<file path="src/rtl/branch_hazard_ctrl_pkg.sv">
// Shared constants and types for the ID-stage branch hazard controller.
// Opcode/funct values, pc_sel and branch_code encodings, FSM states.
package branch_hazard_ctrl_pkg;

  localparam logic [5:0] OP_SPECIAL = 6'b000000;
  localparam logic [5:0] OP_J       = 6'b000010;
  localparam logic [5:0] OP_BEQ     = 6'b000100;
  localparam logic [5:0] OP_BNE     = 6'b000101;
  localparam logic [5:0] FN_JR      = 6'b001000;
  localparam logic [5:0] FN_JALR    = 6'b001001;

  localparam logic [1:0] PC_SEL_SEQ  = 2'b00;
  localparam logic [1:0] PC_SEL_BR   = 2'b01;
  localparam logic [1:0] PC_SEL_JMP  = 2'b10;
  localparam logic [1:0] PC_SEL_JALR = 2'b11;

  localparam logic [1:0] BC_NONE  = 2'b00;
  localparam logic [1:0] BC_TAKEN = 2'b01;
  localparam logic [1:0] BC_JUMP  = 2'b10;
  localparam logic [1:0] BC_JALR  = 2'b11;

  typedef enum logic {
    ST_RUN  = 1'b0,
    ST_HOLD = 1'b1
  } state_t;

endpackage

</file>
<file path="src/rtl/branch_hazard_ctrl_src_decode.sv">
// branch_src_decode: which source registers the ID-stage branch reads.
// beq/bne read rs and rt; jr/jalr read rs; everything else reads none.
module branch_src_decode
  import branch_hazard_ctrl_pkg::*;
(
  input  logic [31:0] id_inst,
  output logic        use_rs,
  output logic        use_rt,
  output logic [4:0]  rs,
  output logic [4:0]  rt
);

  logic [5:0] op;
  logic [5:0] fn;
  logic       is_br;
  logic       is_jr;
  logic       unused_imm;

  assign op = id_inst[31:26];
  assign fn = id_inst[5:0];
  assign rs = id_inst[25:21];
  assign rt = id_inst[20:16];
  assign unused_imm = ^id_inst[15:6];

  assign is_br = (op == OP_BEQ) || (op == OP_BNE);
  assign is_jr = (op == OP_SPECIAL) &&
                 ((fn == FN_JR) || (fn == FN_JALR));

  // Map instruction class to register-use flags.
  always_comb begin
    use_rs = 1'b0;
    use_rt = 1'b0;
    unique case (1'b1)
      is_br: begin
        use_rs = 1'b1;
        use_rt = 1'b1;
      end
      is_jr: use_rs = 1'b1;
      default: ;
    endcase
  end

endmodule

</file>
<file path="src/rtl/branch_hazard_ctrl.sv">
// ID-stage branch hazard stall FSM and PC/pipeline redirect control.
// Define BRANCH_DELAY_SLOT_EN to keep the delay-slot instruction (no flush).
module branch_hazard_ctrl
  import branch_hazard_ctrl_pkg::*;
#(
  parameter int unsigned STALL_LOAD_EX  = 2,
  parameter int unsigned STALL_ALU_EX   = 1,
  parameter int unsigned STALL_LOAD_MEM = 1
) (
  input  logic        clk,
  input  logic        rst_n,
  input  logic [31:0] id_inst,
  input  logic [1:0]  branch_code,
  input  logic        ex_regwrite,
  input  logic        ex_memread,
  input  logic [4:0]  ex_rd,
  input  logic        mem_memread,
  input  logic [4:0]  mem_rd,
  input  logic        ext_stall,
  output logic        pc_write,
  output logic [1:0]  pc_sel,
  output logic        ifid_write,
  output logic        ifid_flush,
  output logic        idex_bubble,
  output logic        busy
);

  localparam logic [1:0] N_LEX = 2'(STALL_LOAD_EX);
  localparam logic [1:0] N_ALU = 2'(STALL_ALU_EX);
  localparam logic [1:0] N_LM  = 2'(STALL_LOAD_MEM);

  logic       use_rs;
  logic       use_rt;
  logic [4:0] rs;
  logic [4:0] rt;

  branch_src_decode u_dec (
    .id_inst (id_inst),
    .use_rs  (use_rs),
    .use_rt  (use_rt),
    .rs      (rs),
    .rt      (rt)
  );

  logic       ex_hit;
  logic       mem_hit;
  logic [1:0] need;

  assign ex_hit =
    (use_rs && rs != 5'd0 && rs == ex_rd) ||
    (use_rt && rt != 5'd0 && rt == ex_rd);
  assign mem_hit =
    (use_rs && rs != 5'd0 && rs == mem_rd) ||
    (use_rt && rt != 5'd0 && rt == mem_rd);

  // Largest stall demanded by any matching producer.
  always_comb begin
    need = 2'd0;
    if (ex_hit && ex_memread && N_LEX > need)
      need = N_LEX;
    if (ex_hit && ex_regwrite && !ex_memread && N_ALU > need)
      need = N_ALU;
    if (mem_hit && mem_memread && N_LM > need)
      need = N_LM;
  end

  state_t     state, state_n;
  logic [1:0] cnt, cnt_n;

  // State and remaining-hold counter.
  always_ff @(posedge clk or negedge rst_n) begin
    if (!rst_n) begin
      state <= ST_RUN;
      cnt   <= 2'd0;
    end else begin
      state <= state_n;
      cnt   <= cnt_n;
    end
  end

  logic       pw_c;
  logic [1:0] sel_c;
  logic       iw_c;
  logic       fl_c;
  logic       bub_c;

  // Next state and stall/redirect outputs; ext_stall freezes all.
  always_comb begin
    state_n = state;
    cnt_n   = cnt;
    pw_c    = 1'b0;
    sel_c   = PC_SEL_SEQ;
    iw_c    = 1'b0;
    fl_c    = 1'b0;
    bub_c   = 1'b0;
    if (!ext_stall) begin
      if (state == ST_HOLD) begin
        bub_c = 1'b1;
        cnt_n = cnt - 2'd1;
        if (cnt <= 2'd1)
          state_n = ST_RUN;
      end else if (need != 2'd0) begin
        bub_c = 1'b1;
        if (need > 2'd1) begin
          state_n = ST_HOLD;
          cnt_n   = need - 2'd1;
        end
      end else begin
        pw_c  = 1'b1;
        iw_c  = 1'b1;
        sel_c = branch_code;
`ifdef BRANCH_DELAY_SLOT_EN
        fl_c  = 1'b0;
`else
        fl_c  = (branch_code != BC_NONE);
`endif
      end
    end
  end

  assign pc_write    = rst_n & pw_c;
  assign pc_sel      = rst_n ? sel_c : PC_SEL_SEQ;
  assign ifid_write  = rst_n & iw_c;
  assign ifid_flush  = rst_n & fl_c;
  assign idex_bubble = rst_n & bub_c;
  assign busy        = rst_n & (state == ST_HOLD);

endmodule
</file>
<file path="config.mk">
export PLATFORM = sky130hd
export DESIGN_NAME = branch_hazard_ctrl
export DESIGN_NICKNAME = d
export VERILOG_FILES = /design/src/rtl/branch_hazard_ctrl_pkg.sv /design/src/rtl/branch_hazard_ctrl_src_decode.sv /design/src/rtl/branch_hazard_ctrl.sv
export SDC_FILE = /design/constraint.sdc
export NUM_CORES = 1
export LEC_CHECK = 0
export CAP_MARGIN = 40
export CORE_MARGIN = 5
export CORE_UTILIZATION = 31
export CTS_CLUSTER_SIZE = 40
export DETAILED_ROUTE_END_ITERATION = 10
export PLACE_DENSITY = 0.83
export SLEW_MARGIN = 25
export SYNTH_ARGS = -nofsm -noshare
export SYNTH_HDL_FRONTEND = slang
export SYNTH_SLANG_ARGS = --single-unit
</file>
<file path="constraint.sdc">
create_clock -name clk -period 7.6 [get_ports clk]
set_input_delay 1.52 -clock clk [delete_from_list [all_inputs] [get_ports clk]]
set_output_delay 1.52 -clock clk [all_outputs]
set_load 0.005 [all_outputs]
</file>
---- Word-level counts from Yosys, hierarchy flattened ----
Cells that the tools add are included.
storage, ports and cells
  register bits ........................... 3
  input bits .............................. 50
  output and inout bits ................... 7
  word-level logic and storage cells ...... 73
operators by class
  $add $sub $neg .......................... 2
  $lt $le $gt $ge ......................... 4
  equality and inequality tests ........... 8
  muxes and demuxes ....................... 25
  bitwise operators ....................... 5
  reduce and logical (&&, ||, !) cells .... 27
operator list
  cell                 count
  $eq 5x5->1           4
  $mux 2               10
  $mux 1               15
  $logic_and 1x1->1    13
  $eq 6x3->1 const B   2
  $eq 6x4->1 const B   2
  $reduce_bool 5->1    2
  $reduce_bool 2->1    4
  $logic_not 6->1      1
  $and 1x1->1          4
  $gt 1x2->1 const A   2
  $logic_or 1x1->1     4
  $sub 2x1->2 const B  2
  $reduce_and 3->1     1
  $gt 2x1->1 const B   1
  $le 2x1->1 const B   1
  $reduce_or 2->1      1
  $logic_not 1->1      1
  $not 1->1            1

---- Logic depth before layout (Yosys ltp) ----
  depth after elaboration ................. 21
  mapped depth ............................ 11
  gate-level depth less buffers ........... 11

---- Hierarchy ----
From an unflattened synthesis, not the netlist that was laid out.
second synthesis, totals
  cell total of the unflattened synthesis .. 82
  area total of the unflattened synthesis .. 661.9 µm²
modules (own cells, without submodules)
  module              instances  cells each  area an instance (µm²)  seq. area each (µm²)
  branch_hazard_ctrl  1          67          546.8                   75.1
  branch_src_decode   1          15          115.1                   0.0

---- Worst setup path after synthesis ----
No wires, ideal clock.
  kind .................................... input to output
  from .................................... in id_inst[17]
  to ...................................... out ifid_flush
  data arrival time ....................... 3.435 ns
  data required time ...................... 6.080 ns
  slack ................................... 2.645 ns
  cell stages on the path ................. 11
  cells stage by stage .................... or4_1 o211ai_2 nor4_1 a41oi_1 o21ai_0 nand2_1 ha_1 inv_1 nor3_1 and2_1 or2_2
between the ends
  word-level cells in the longest chain between the ends .. 17
  elaborated cells between the ends (all ways) .. 24
RTL lines
  what                 RTL line                                            source
  start: declaration   branch_hazard_ctrl.sv:12                            input logic [31:0] id_inst,
  $reduce_bool 5->1    branch_hazard_ctrl.sv:51, branch_hazard_ctrl.sv:54
  $logic_and 1x1->1    branch_hazard_ctrl.sv:51, branch_hazard_ctrl.sv:54
  $logic_and 1x1->1    branch_hazard_ctrl.sv:51                            (use_rt && rt != 5'd0 && rt == ex_rd);
  $logic_or 1x1->1     branch_hazard_ctrl.sv:50                            (use_rs && rs != 5'd0 && rs == ex_rd) ||
  $logic_and 1x1->1    branch_hazard_ctrl.sv:59                            if (ex_hit && ex_memread && N_LEX > need)
  $mux 2               branch_hazard_ctrl.sv:59
  $gt 1x2->1           branch_hazard_ctrl.sv:61                            if (ex_hit && ex_regwrite && !ex_memread && N_ALU > need)
  $logic_and 1x1->1    branch_hazard_ctrl.sv:61
  $mux 2               branch_hazard_ctrl.sv:61
  $gt 1x2->1           branch_hazard_ctrl.sv:63                            if (mem_hit && mem_memread && N_LM > need)
  $logic_and 1x1->1    branch_hazard_ctrl.sv:63
  $mux 2 *             branch_hazard_ctrl.sv:63
  $reduce_bool 2->1 *  branch_hazard_ctrl.sv:102                           end else if (need != 2'd0) begin
  $mux 1 *             branch_hazard_ctrl.sv:102
  $mux 1 *             branch_hazard_ctrl.sv:97                            if (state == ST_HOLD) begin
  $mux 1 *             branch_hazard_ctrl.sv:96                            if (!ext_stall) begin
  $and 1x1->1 *        branch_hazard_ctrl.sv:124                           assign ifid_flush = rst_n & fl_c;
  end: declaration     branch_hazard_ctrl.sv:23                            output logic ifid_flush,
Every way passes the cells marked *; elsewhere a longest branch is shown, timed or not.

---- Worst setup path after layout ----
Same ends and word-level chain as after synthesis.

==> flow_summary.ini <==
[pwr]
p_comb_share_pct = 48.8
switching_power_mw = 0.0245
internal-power_mw = 0.0649
power_mw = 0.0894
ir_drop_mv = 0.0688
power_density_nw_per_um2 = 83.9
power_frac_clock_pct = 31.8
swShare_pct = 27.4
p_leak_nw = 0.384
sequentialPowerShare_pct = 19.4

[synthesis]
ys_async_sr_fraction_pct = 100
synthCells = 69
synth_nets = 121
synth.distinct_cells = 27
synth_edf_count = 0
avgSynthCellArea_um2 = 8.20
yosysWarnings = 0
synth-main-ff-cell = dfrtp_1
ys_seq_elements = 3
synth-seq-area-share_pct = 13.3
synth_area_um2 = 566

[setup_path]
crit_path_cell_trace = clkdlybuf4s50_1, or4_1, o211ai_2, nor4_1, a41oi_1, o21ai_0, nand2_1, ha_1, inv_1, nor3_1, and2_1, or2_2, clkdlybuf4s50_1
cp_max_fo = 4
slowest_stage = or4_1
rrSetupSlack_ns = 6.57
cpMostUsedCell = clkdlybuf4s50_1
reg2reg_to = cnt[1]
worstPathArrival_ns = 4.50
path_class = in -> out
start_kind = input port
r2r_cells = 3
cp.required_ns = 6.08
slowest_delay_ns = 0.57
rr_startpoint = cnt[0]
cp-end-kind = output port

[floorplanning]
fp.dieW_um = 52.7
dieArea_um2 = 2780
initial_core_util_pct = 32.8
row_count = 15
ioPinCount = 57
core-area_um2 = 1730
die_h_um = 52.7

[status]
status = finished, final reports clean

[final_layout]
finalNetCount = 170
area_growth_pct = 88.5
final_util_pct = 61.7
drive_gt1_share_pct = 8.55
diodes = 0
instances_no_fill = 142

[sta]
slew_viol_final = 0
fin_crit_sh_pct = 79.2
fmax_mhz = 166
fin_ws_ns = 1.58
hold_viol_final = 0
slew_headroom_pct = 73.9
fin_setup_tns_ns = 0
tightest_slew_ns = 0.388
period_needed_ns = 6.02
rsz0062_at_grt = no
setup_viol = 0
skew_ns = 0.00122

[grt]
grt_overflow_total = 0
grt_max_degree = 9
grt_pass1_wl_mm = 2.93
antenna_found_initial = 0
grt_usage_pct = 14.0
grt_pass1_vias = 726

[detailed_routing]
wire_per_inst_um = 12.1
routed_wl_mm = 1.72
wl_met3_um = 120
met1_length_um = 687
ant_nets = 0
drtIter0Drc = 4
drc = 0
firstDrtPassIters = 4
top_layer = met4
via_count = 671
via_per_inst = 4.73
route.met2.wl_um = 905

[clocking]
cts_resized = 0
postCtsHoldBufs = 0
cts_buffers = 3
path_clk_slew_ns = 0.04
clock_path_buffers = 2
worstSkewPairLatency_ns = 0.23
cts_root_buffer = clkbuf_4
htreeDepth = 1
cts_tree = done
cts_setup_buffers = 0
numClockSinks = 3

[hold_path]
worst_hold_path.endpoint = cnt[1]
min_path_type = reg -> reg
holdCritStartpoint = cnt[1]
holdPathStages = 2

[job]
cap_violations = 0

[place]
place_ws_ns = 1.56
dp_hpwl_mm = 1.57
place_congestion = 0.791
io_buffers = 45
dp.cells = 138
-- sequential cells by signal, summed over array words and instances (netlist names) --
register,count
state,1
cnt,2
-- cell usage after synthesis (2+ instances only) --
library cell | n | share of area, %
o211ai_2 | 2 | 4.4
xor2_1 | 7 | 11
nand2_1 | 3 | 2.0
or4_1 | 2 | 2.7
xnor2_1 | 13 | 20
o21ai_0 | 3 | 2.7
ha_1 | 2 | 4.4
inv_1 | 4 | 2.7
nor2_1 | 4 | 2.7
o21ai_1 | 2 | 1.8
a21oi_1 | 3 | 2.7
and2_1 | 3 | 3.3
nor3_1 | 2 | 1.8
dfrtp_1 | 3 | 13
nor4_2 | 2 | 4.4
nand3_1 | 3 | 2.7
-- stage by stage --
step / hold WS, ns / cell area, µm²
6_report: 0.539 / 1070
2_1_floorplan: 0.500 / 566
3_3_place_gp: 0.516 / 1040
4_1_cts: 0.546 / 1070
3_5_place_dp: 0.536 / 1040
5_1_grt: 0.581 / 1070
-- layer usage --
layer,track usage (%),vias to the layer above
met2,27.9,29
met4,2.55,0
met1,13.5,299
met3,4.84,2
li1,-,341
met5,0,-
-- worst max path at each step --
stage | startpoint | to | slack (ns) | cells after the start
finish | id_inst[17] | ifid_flush | 1.58 | 13
global route | id_inst[17] | ifid_flush | 1.31 | 13
CTS | id_inst[17] | ifid_flush | 1.56 | 13
detailed placement | id_inst[17] | ifid_flush | 1.56 | 13
global placement | id_inst[17] | ifid_flush | 1.59 | 13
floorplan | id_inst[17] | ifid_flush | 2.64 | 11
-- power groups by stage --
| stage | clock network, mW | registers (mW) | logic (mW) |
|---|---|---|---|
| 2_1_floorplan | 0 | 0.0173 | 0.0148 |
| 3_3_place_gp | 0 | 0.0174 | 0.0433 |
| 3_5_place_dp | 0 | 0.0175 | 0.0439 |
| 4_1_cts | 0.0300 | 0.0173 | 0.0441 |
| 5_1_grt | 0.0317 | 0.0174 | 0.0474 |
| 6_report | 0.0284 | 0.0173 | 0.0437 |
-- critical path: cells and delay by family --
kind | cells | cell delay, ns
buf+inv | 3 | 1.01
simple gates | 6 | 1.33
fa+ha+maj | 1 | 0.16
compound gates | 3 | 0.46
-- cell families (layout without fill, tap and decap cells) --
group,Yosys count,in the layout,share of synthesized area [%]
fa+ha+maj,2,2,4.42
mux,1,1,1.77
flops,3,3,13.3
xor+xnor,20,20,31.0
simple gates,24,24,28.1
buf+inv,5,53,3.98
compound gates,14,14,17.5
-- final cells by class --
cell class	instances	area, µm²
fill	154	661
multi-input combinational	61	468
timing repair buffer	45	450
sequential	3	75.1
tap	25	31.3
clock buffer	4	26.3
inverter	4	15.0
-- cell usage in the layout, fill, tap and decap left out --
cell              n
o211ai_2          2
mux2i_1           1
o21ai_0           3
xnor2_1          13
or4_1             2
nor3_1            2
nand2b_1          1
nor4_4            1
nor2_1            4
xor2_1            7
inv_1             4
nor4_1            1
o31ai_1           1
a21oi_2           1
clkbuf_4          3
ha_1              2
clkbuf_1          1
o22a_1            1
nor4_2            2
clkdlybuf4s50_1  45
a41oi_1           1
and2_1            3
a21oi_1           3
nor4b_1           1
nand3_1           3
dfrtp_1           3
nand2_1           3
o21ai_1           2
or2_2             1
Note: power is estimated with default switching activity, not from simulation.
